### src/rtl/dmem_arbiter.sv
// rtl/dmem_arbiter.sv - two-port round-robin arbiter and RMW access sequencer for the data memory
module dmem_arbiter #(
  parameter int ADDR_W    = 11,
  parameter int MEM_BYTES = 2048
) (
  input  logic              clk,
  input  logic              rst,
  input  logic              req0_valid,
  input  logic              req0_we,
  input  logic [1:0]        req0_size,
  input  logic              req0_unsigned,
  input  logic [ADDR_W-1:0] req0_addr,
  input  logic [31:0]       req0_wdata,
  output logic              req0_ready,
  output logic              rsp0_valid,
  output logic [31:0]       rsp0_rdata,
  output logic              rsp0_err,
  input  logic              req1_valid,
  input  logic              req1_we,
  input  logic [1:0]        req1_size,
  input  logic              req1_unsigned,
  input  logic [ADDR_W-1:0] req1_addr,
  input  logic [31:0]       req1_wdata,
  output logic              req1_ready,
  output logic              rsp1_valid,
  output logic [31:0]       rsp1_rdata,
  output logic              rsp1_err,
  output logic              mem_wrt_en,
  output logic [ADDR_W-1:0] mem_address,
  output logic [31:0]       mem_write_data,
  input  logic [31:0]       mem_read_data
);

  typedef enum logic [1:0] {IDLE, RD, WR, RESP} state_t;

  localparam logic [ADDR_W-1:0] MAX_ADDR = ADDR_W'(MEM_BYTES - 4);

  state_t            state_q, state_d;
  logic              last_grant_q, last_grant_d;
  logic              id_q, id_d;
  logic              we_q, we_d;
  logic [1:0]        size_q, size_d;
  logic              uns_q, uns_d;
  logic [ADDR_W-1:0] addr_q, addr_d;
  logic [31:0]       wdata_q, wdata_d;
  logic              err_q, err_d;
  logic [31:0]       rbuf_q, rbuf_d;

  logic              gnt0, gnt1;
  logic [31:0]       load_data;

  // On contention the requester that did not win last time gets the slot.
  assign gnt0 = req0_valid & (~req1_valid | last_grant_q);
  assign gnt1 = req1_valid & (~req0_valid | ~last_grant_q);

  always_comb begin
    load_data = 32'h0;
    case (size_q)
      2'b00:   load_data = uns_q ? {24'h0, rbuf_q[7:0]}  : {{24{rbuf_q[7]}}, rbuf_q[7:0]};
      2'b01:   load_data = uns_q ? {16'h0, rbuf_q[15:0]} : {{16{rbuf_q[15]}}, rbuf_q[15:0]};
      default: load_data = rbuf_q;
    endcase
  end

  always_comb begin
    state_d        = state_q;
    last_grant_d   = last_grant_q;
    id_d           = id_q;
    we_d           = we_q;
    size_d         = size_q;
    uns_d          = uns_q;
    addr_d         = addr_q;
    wdata_d        = wdata_q;
    err_d          = err_q;
    rbuf_d         = rbuf_q;
    req0_ready     = 1'b0;
    req1_ready     = 1'b0;
    rsp0_valid     = 1'b0;
    rsp0_rdata     = 32'h0;
    rsp0_err       = 1'b0;
    rsp1_valid     = 1'b0;
    rsp1_rdata     = 32'h0;
    rsp1_err       = 1'b0;
    mem_wrt_en     = 1'b0;
    mem_address    = '0;
    mem_write_data = 32'h0;

    case (state_q)
      IDLE: begin
        // Gated by reset so ready stays low while the block is held in reset.
        req0_ready = gnt0 & rst;
        req1_ready = gnt1 & rst;
        if (gnt0 | gnt1) begin
          id_d         = gnt1;
          last_grant_d = gnt1;
          we_d         = gnt1 ? req1_we       : req0_we;
          size_d       = gnt1 ? req1_size     : req0_size;
          uns_d        = gnt1 ? req1_unsigned : req0_unsigned;
          addr_d       = gnt1 ? req1_addr     : req0_addr;
          wdata_d      = gnt1 ? req1_wdata    : req0_wdata;
          err_d        = (addr_d > MAX_ADDR) || (size_d == 2'b11);
          if (err_d)                          state_d = RESP;
          else if (we_d && size_d == 2'b10)   state_d = WR;
          else                                state_d = RD;
        end
      end
      RD: begin
        mem_address = addr_q;
        rbuf_d      = mem_read_data;
        state_d     = we_q ? WR : RESP;
      end
      WR: begin
        mem_wrt_en  = 1'b1;
        mem_address = addr_q;
        case (size_q)
          2'b00:   mem_write_data = {rbuf_q[31:8],  wdata_q[7:0]};
          2'b01:   mem_write_data = {rbuf_q[31:16], wdata_q[15:0]};
          default: mem_write_data = wdata_q;
        endcase
        state_d = RESP;
      end
      RESP: begin
        mem_address = addr_q;
        if (id_q) begin
          rsp1_valid = 1'b1;
          rsp1_err   = err_q;
          rsp1_rdata = (!we_q && !err_q) ? load_data : 32'h0;
        end else begin
          rsp0_valid = 1'b1;
          rsp0_err   = err_q;
          rsp0_rdata = (!we_q && !err_q) ? load_data : 32'h0;
        end
        state_d = IDLE;
      end
      default: state_d = IDLE;
    endcase
  end

  always_ff @(posedge clk or negedge rst) begin
    if (!rst) begin
      state_q      <= IDLE;
      last_grant_q <= 1'b1;
      id_q         <= 1'b0;
      we_q         <= 1'b0;
      size_q       <= 2'b00;
      uns_q        <= 1'b0;
      addr_q       <= '0;
      wdata_q      <= 32'h0;
      err_q        <= 1'b0;
      rbuf_q       <= 32'h0;
    end else begin
      state_q      <= state_d;
      last_grant_q <= last_grant_d;
      id_q         <= id_d;
      we_q         <= we_d;
      size_q       <= size_d;
      uns_q        <= uns_d;
      addr_q       <= addr_d;
      wdata_q      <= wdata_d;
      err_q        <= err_d;
      rbuf_q       <= rbuf_d;
    end
  end

endmodule
### config.mk
export PLATFORM = sky130hd
export DESIGN_NAME = dmem_arbiter
export DESIGN_NICKNAME = d
export VERILOG_FILES = /design/src/rtl/dmem_arbiter.sv
export SDC_FILE = /design/constraint.sdc
export NUM_CORES = 1
export LEC_CHECK = 0
export BUFFER_PORTS_ARGS = -buffer_cell sky130_fd_sc_hd__buf_2
export CORE_MARGIN = 8
export CORE_UTILIZATION = 46
export DETAILED_ROUTE_END_ITERATION = 8
export PLACE_DENSITY = 0.91
export SLEW_MARGIN = 15
export SYNTH_ARGS = -nofsm -noshare
export SYNTH_HDL_FRONTEND = slang
export SYNTH_SLANG_ARGS = --single-unit
### constraint.sdc
create_clock -name clk -period 2.2 [get_ports clk]
set_clock_uncertainty 0.1 [all_clocks]
set_input_delay 0.33 -clock clk [delete_from_list [all_inputs] [get_ports clk]]
set_output_delay 0.33 -clock clk [all_outputs]
set_load 0.05 [all_outputs]
Word-level counts from Yosys, hierarchy flattened. Cells that the tools add are included.

Register bits: 84. Bits of input ports: 130. Logic and storage cells: 69.

Magnitude comparators: 1. Eq/ne operators: 7. Mux-type cells: 32. Bitwise logic cells: 10. Reduce and logical (&&, ||, !) cells: 9.

Operators by type and width (number): 32-bit 2-to-1 mux (9); 32-bit case mux with 2 select lines (2); 11-bit 2-to-1 mux (2); 1-bit 2-to-1 mux (14); 11-bit > comparator, second input constant (1); 2-bit equality test, second input constant (4); 2-bit 2-to-1 mux (4); 2-bit case mux with 4 select lines (1); 1-bit AND (4); 2-bit by 1-bit equality test with 1-bit output, second input constant (2); 2-bit zero test (2); 1-bit inverter (3); 1-bit OR (3); 3-bit OR reduction (1); 1-bit logical AND (2); 1-bit zero test (2); 2-bit != test, second input constant (1); 2-bit AND reduction (1); 1-bit logical OR (1).

Logic depth before layout (Yosys ltp). Gate-level depths: netlist (run 1).

Word-level depth: 10. Mapped depth: 7. Depth with buffers taken out: 5.

Worst setup path before layout (run 1). OpenSTA, ideal clock, no wires.

Path type: reg-to-output. Start: reg state_q[0]. End: out mem_write_data[10]. Arrival time: 2.444 ns. Path slack: -0.674 ns. Stages on the path, launching flop included: 5. Path buffers: 1. Cell sequence: dfrtp_1 > inv_1 > ha_1 > clkbuf_1 > a21boi_0.

Word-level cells in the longest chain between the ends: 2.

Ends and longest elaborated chain: start: declaration (line 38) `state_t state_q, state_d;`; start signal: assignment (line 152) `state_q <= state_d;`; 2-bit equality test (line 88) `case (state_q)`; 32-bit 2-to-1 mux (line 88); end: declaration (line 30) `output logic [31:0] mem_write_data,`.

No other way between the ends.

Worst setup path after layout (run 1).
Start: reg state_q[0]. End: out rsp0_rdata[16].

Word-level cells in the longest chain between the ends: 2.

Ends and longest elaborated chain: 2-bit equality test (line 88); 32-bit 2-to-1 mux (line 88); end: declaration (line 16) `output logic [31:0] rsp0_rdata,`.

No other way between the ends.

==> results.cfg, run 1 <==
[status]
status = finished with violations
violations = negative setup slack

[yosys]
syn_avg_cell_area_um2 = 9.44
ys_warn_count = 0
yosysSeqAreaShare_pct = 43.3
synth.distinct_cells = 35
synth_edf_count = 0
yosysTopAreaCell = dfrtp_1
synthSimpleGateAreaFrac_pct = 21.0
syn_nets = 648
synthFlopType = dfrtp_1
synth_area_leaders = dfrtp_1, mux2i_1, mux2_2, nor2b_1, nand2_1
synth_compound_area_share_pct = 9.46
synth-seq-cells = 84
netlist_instances = 514
synthAdderAreaFrac_pct = 1.03
synth_area_mm2 = 0.00485
yosys.area_share.xor_xnor_pct = 0
yosysTopAreaCellShare_pct = 42.8
synthArstFlopShare_pct = 100
muxShareOfSynthArea_pct = 20.9
synth_top_family_by_area = simple AND/OR/NAND/NOR gates

[finish]
final-instance-count-excl-fill = 897
regArea_mm2 = 0.00210
drive_gt1_share_pct = 51.9
n_fill_cell = 753
multi_input_area_mm2 = 0.00277
n_antenna_cell = 0
syn2layout_area_growth_pct = 45.2
nets = 890
fin_area_mm2 = 0.00705

[pwr]
power.leakage_nw = 3.64
p_per_area_mw_per_mm2 = 1550
p_total_mw = 10.9
vdd_ir_drop_max_mv = 0.804

[worst_setup_path]
arrival_ns = 1.80
critical_path.max_stage_delay_ns = 0.41
crit_top_cell = buf_6
critPathTopFamily = simple AND/OR/NAND/NOR gates
cp-start-kind = flip-flop
crit_type = reg -> out
path_cells = ha_2 -> nor2b_4 -> nand3_1 -> buf_6 -> nor2_1 -> buf_6
crit_buf_inv = 2
cp_max_fo = 16
end_kind = output pin
required_ns = 1.77
slowest_stage = dfrtp_1

[route]
wl_per_cell_um = 18.2
drc = 0
drtIter0Drc = 335
antenna_left = 0
via_per_inst = 5.24
wl_um = 16300
vias = 4703
first_pass_iters = 4

[cts]
root_buffer = clkbuf_8
cts.sinks = 84
insertion_delay_ns = 0.34
cts_buffers = 9
h-tree-depth = 3
cts_tree = built
cts_max_path_buffers = 2
path_clk_slew_ns = 0.09

[die]
dieArea_mm2 = 0.0141
start_util_pct = 47.2
fp.dieH_um = 119
rows = 37
ios = 244
fp.coreArea_mm2 = 0.0103
die_x_um = 119

[hold_path]
holdCritPathClass = in -> reg

[global_route]
grt-ovfl-total = 0
grt_pass1_vias = 4816
grt_pass1_wl_um = 24300
gr-usage-met1_pct = 24.4
grt-busiest-layer = met2
antenna_found_initial = 0
grtUsageTotal_pct = 21.3
grt_max_degree = 49
use_met3_pct = 6.04
met2_usage_pct = 37.2

[timing]
maxSlewHeadroom_pct = 53.7
fin_ws_ns = -0.0339
finalMaxSlewViolations = 0
tns_ns = -0.210
period_minus_slack_ns = 2.23
tightest_slew_ns = 0.689
period_share_pct = 102
rsz0062_at_grt = yes
final-hold-violation-count = 0
fmax_ghz = 0.448
holdWs_ns = 0.104
finalSetupViolations = 14

[placed_design]
place.gp.congestion = 0.812
placed_area_mm2 = 0.00635
port_buffers = 243
placed_cells = 876
dp_hpwl_um = 12000

[flow_run]
drv_cap = 0
[synth_stat cells, drive strengths merged (9+ instances only)]
cell type   n
dfrtp      83
mux2i      64
a21oi      11
clkbuf     23
a21boi      9
nor2b      44
and3       20
nor2       52
and2       10
mux2       33
nand2      67
o21ai      49
buf        14
[report_power, final]
| part | internal (mW) | switching [mW] |
|---|---|---|
| Clock | 0.444 | 0.567 |
| Combinational | 2.45 | 4.53 |
| Sequential | 2.33 | 0.594 |
| Total | 5.23 | 5.69 |
[flip-flops by register name, summed over array words and instances, names as in the netlist, 2 cells and up]
name and cells:
rbuf_q 32, size_q 2, state_q 2, addr_q 11, wdata_q 32
[final cells by class]
| type | count | area share, % |
|---|---|---|
| tap | 136 | 2.41 |
| inverter | 5 | 0.266 |
| multi-input combinational | 388 | 39.3 |
| clock inverter | 5 | 0.533 |
| sequential | 84 | 29.8 |
| clock buffer | 11 | 2.01 |
| timing repair buffer | 268 | 25.7 |
[kinds of logic (layout without fill, tap and decap cells)]
logic type,Yosys count,after routing
and+or+nand+nor,208,208
buffers and inverters,42,289
DFF,84,84
adders and majority gates,4,4
muxes,97,97
AOI/OAI and AO/OA,79,79
[path summary, 6_finish.rpt]
| check | from | end | slack [ns] | cells after the start |
|---|---|---|---|---|
| worst max register to register | last_grant_q | state_q[1] | 0.28 | 4 |
| max in group asynchronous | rst | rbuf_q[6] | 1.03 | 3 |
| min in group asynchronous | rst | addr_q[7] | 0.51 | 3 |
| worst max-delay path | state_q[0] | rsp0_rdata[16] | -0.03 | 6 |
| worst min-delay path | mem_read_data[22] | rbuf_q[22] | 0.10 | 2 |
| worst min register to register | wdata_q[2] | wdata_q[2] | 0.38 | 2 |
[per-stage QoR]
stage	setup slack, ns	util [%]
global placement	0.177	61.8
floorplan	-0.0632	-
detailed placement	0.174	61.8
finish	-0.0339	68.6
CTS	-0.0369	65.7
global route	-0.180	68.6
[what timing repair did]
item	4_1_cts	5_1_grt
setup buffers	4	0
endpoints found under the hold margin	35	0
endpoints found under the setup margin	69	93
hold buffers	1	0
resized for setup	67	100
pin swaps	1	0
[cells in the final DEF, fill, tap and decap left out, types with 3 or more instances in the layout]
master / count
buf_2: 171
dfrtp_1: 83
nand2_1: 65
mux2i_1: 64
buf_6: 53
o21ai_0: 48
mux2_2: 33
nor2_2: 32
buf_4: 32
nor2b_1: 27
nor2_1: 20
and3_1: 19
nor2b_2: 16
clkbuf_8: 10
a21oi_2: 9
and2_1: 9
clkbuf_4: 9
a21boi_2: 6
inv_1: 5
nand3_1: 5
nor4_1: 3
ha_2: 3
[metal layers]
layer	share of wire (%)	wire, um
met1	39	6420
met2	51	8390
met3	6.6	1070
met4	2.6	427
met5	0	0
(Power assumes the default switching activity.)
==> inputs of run 2 (changes only) <==
Settings changed: CORE_UTILIZATION 46 to 50, PLACE_DENSITY 0.91 to 0.95, REMOVE_ABC_BUFFERS set to 1.
Clock period 2.2 ns to 2.6 ns, I/O delays scaled along.
==> results.cfg, run 2 (synthesis gave the netlist of run 1 again) <==
[route]
wl_um = 14700
vias = 4632
drtIter0Drc = 194
wl_per_cell_um = 16.6
via_per_inst = 5.22
drc = 0
first_pass_iters = 4
antenna_left = 0

[placed_design]
placed_area_mm2 = 0.00620
dp_hpwl_um = 11600
place.gp.congestion = 0.813
port_buffers = 243

[finish]
regArea_mm2 = 0.00210
multi_input_area_mm2 = 0.00256
drive_gt1_share_pct = 42.4
syn2layout_area_growth_pct = 31.6
final_cell_mix = buf_2, dfrtp_1, nand2_1
fin_area_mm2 = 0.00639
nets = 884
n_antenna_cell = 0
layout_commonest_cell = buf_2
reg_top3 = rbuf_q (32), wdata_q (32), addr_q (11)
n_fill_cell = 804

[worst_setup_path]
required_ns = 2.11
arrival_ns = 1.94
cp-start-kind = flip-flop
cp_max_fo = 8
crit_type = reg -> out
end_kind = output pin

[timing]
finalSetupViolations = 0
maxSlewHeadroom_pct = 55.8
final-hold-violation-count = 0
period_share_pct = 93.3
rsz0062_at_grt = no
period_minus_slack_ns = 2.43
tns_ns = 0
tightest_slew_ns = 0.662
finalMaxSlewViolations = 0
fmax_ghz = 0.412

[pwr]
swShare_pct = 53.0
vdd_ir_drop_max_mv = 0.688
power_frac_seq_pct = 28.9
clock_power_share_pct = 9.7
p_per_area_mw_per_mm2 = 1320
p_comb_share_pct = 61.4
internal_power_mw = 3.96
power.leakage_nw = 3.55
switchingPower_mw = 4.47

[cts]
cts_max_path_buffers = 2
cts_tree = built
cts.sinks = 84
path_clk_slew_ns = 0.10
cts_setup_buffers = 0
root_buffer = clkbuf_8
h-tree-depth = 3
cts_buffers = 9
insertion_delay_ns = 0.34

[die]
start_util_pct = 50.6
die_x_um = 115
fp.dieH_um = 115
fp.coreArea_mm2 = 0.00959
ios = 244
dieArea_mm2 = 0.0131
rows = 36

[flow_run]
drv_cap = 0

[status]
status = complete, no violations

[hold_path]
holdCritPathClass = in -> reg

[global_route]
grtUsageTotal_pct = 21.9
antenna_found_initial = 0
grt-ovfl-total = 0
grt_pass1_wl_um = 23000
grt_max_degree = 54
grt_pass1_vias = 4680
-- run 2: power groups by stage --
stage,combinational [mW],clock [mW],sequential [mW]
final,5.18,0.819,2.43
after global routing,5.57,0.895,2.52
after CTS,5.21,0.837,2.43
after detailed placement,5.20,0,2.45
after global placement,5.08,0,2.40
after floorplan,3.83,0,2.35
-- run 2: layout make-up --
type / instances / area share (%)
clock inverters: 6 / 0.666
clock buffers: 9 / 1.94
multi-input cells: 388 / 40.0
repair buffers: 262 / 21.6
inverters: 5 / 0.294
flip-flops and latches: 84 / 32.9
well taps: 133 / 2.60
-- run 2: critical path, cell delays in order, from the launching register on --
cell     delay [ns]
dfrtp_1        0.42
or2_1          0.27
nor3b_4        0.36
a21oi_1        0.12
nor2_1         0.14
buf_2          0.29
-- run 2: metal layers --
metal	up-vias	GRT usage, %	part of all wire (%)
met1	2227	25.1	39
met4	0	7.19	1.5
met3	22	5.33	7.4
met2	162	39.0	53
met5	-	0	0
li1	2221	-	-
-- run 2: worst paths after layout --
kind                                   start             end  slack (ns)  depth (start not counted)
hold reg to reg                    addr_q[7]       addr_q[7]        0.38                          2
max in group asynchronous                rst       rbuf_q[6]        0.78                          4
setup / recovery                   size_q[0]  rsp1_rdata[10]        0.17                          5
min in group asynchronous                rst            id_q        0.60                          3
hold / removal             mem_read_data[11]      rbuf_q[11]        0.17                          2
setup reg to reg                  state_q[0]       size_q[1]        0.75                          6
-- run 2: repair_timing --
item / CTS / global route
endpoints found under the setup margin: 0 / 26
resized for setup: 0 / 4
hold buffers: 1 / 0
endpoints found under the hold margin: 14 / 0
-- run 2: per-stage QoR --
step	total power, mW	worst slack [ns]	util (%)	hold slack [ns]	cells
floorplan	6.19	-0.851	-	-0.00559	477
global placement	7.48	0.470	64.7	0.353	871
detailed placement	7.65	0.460	64.7	0.363	871
CTS	8.47	0.0743	66.5	0.155	887
global route	8.98	0.0104	66.6	0.150	887
finish	8.43	0.173	66.6	0.166	887
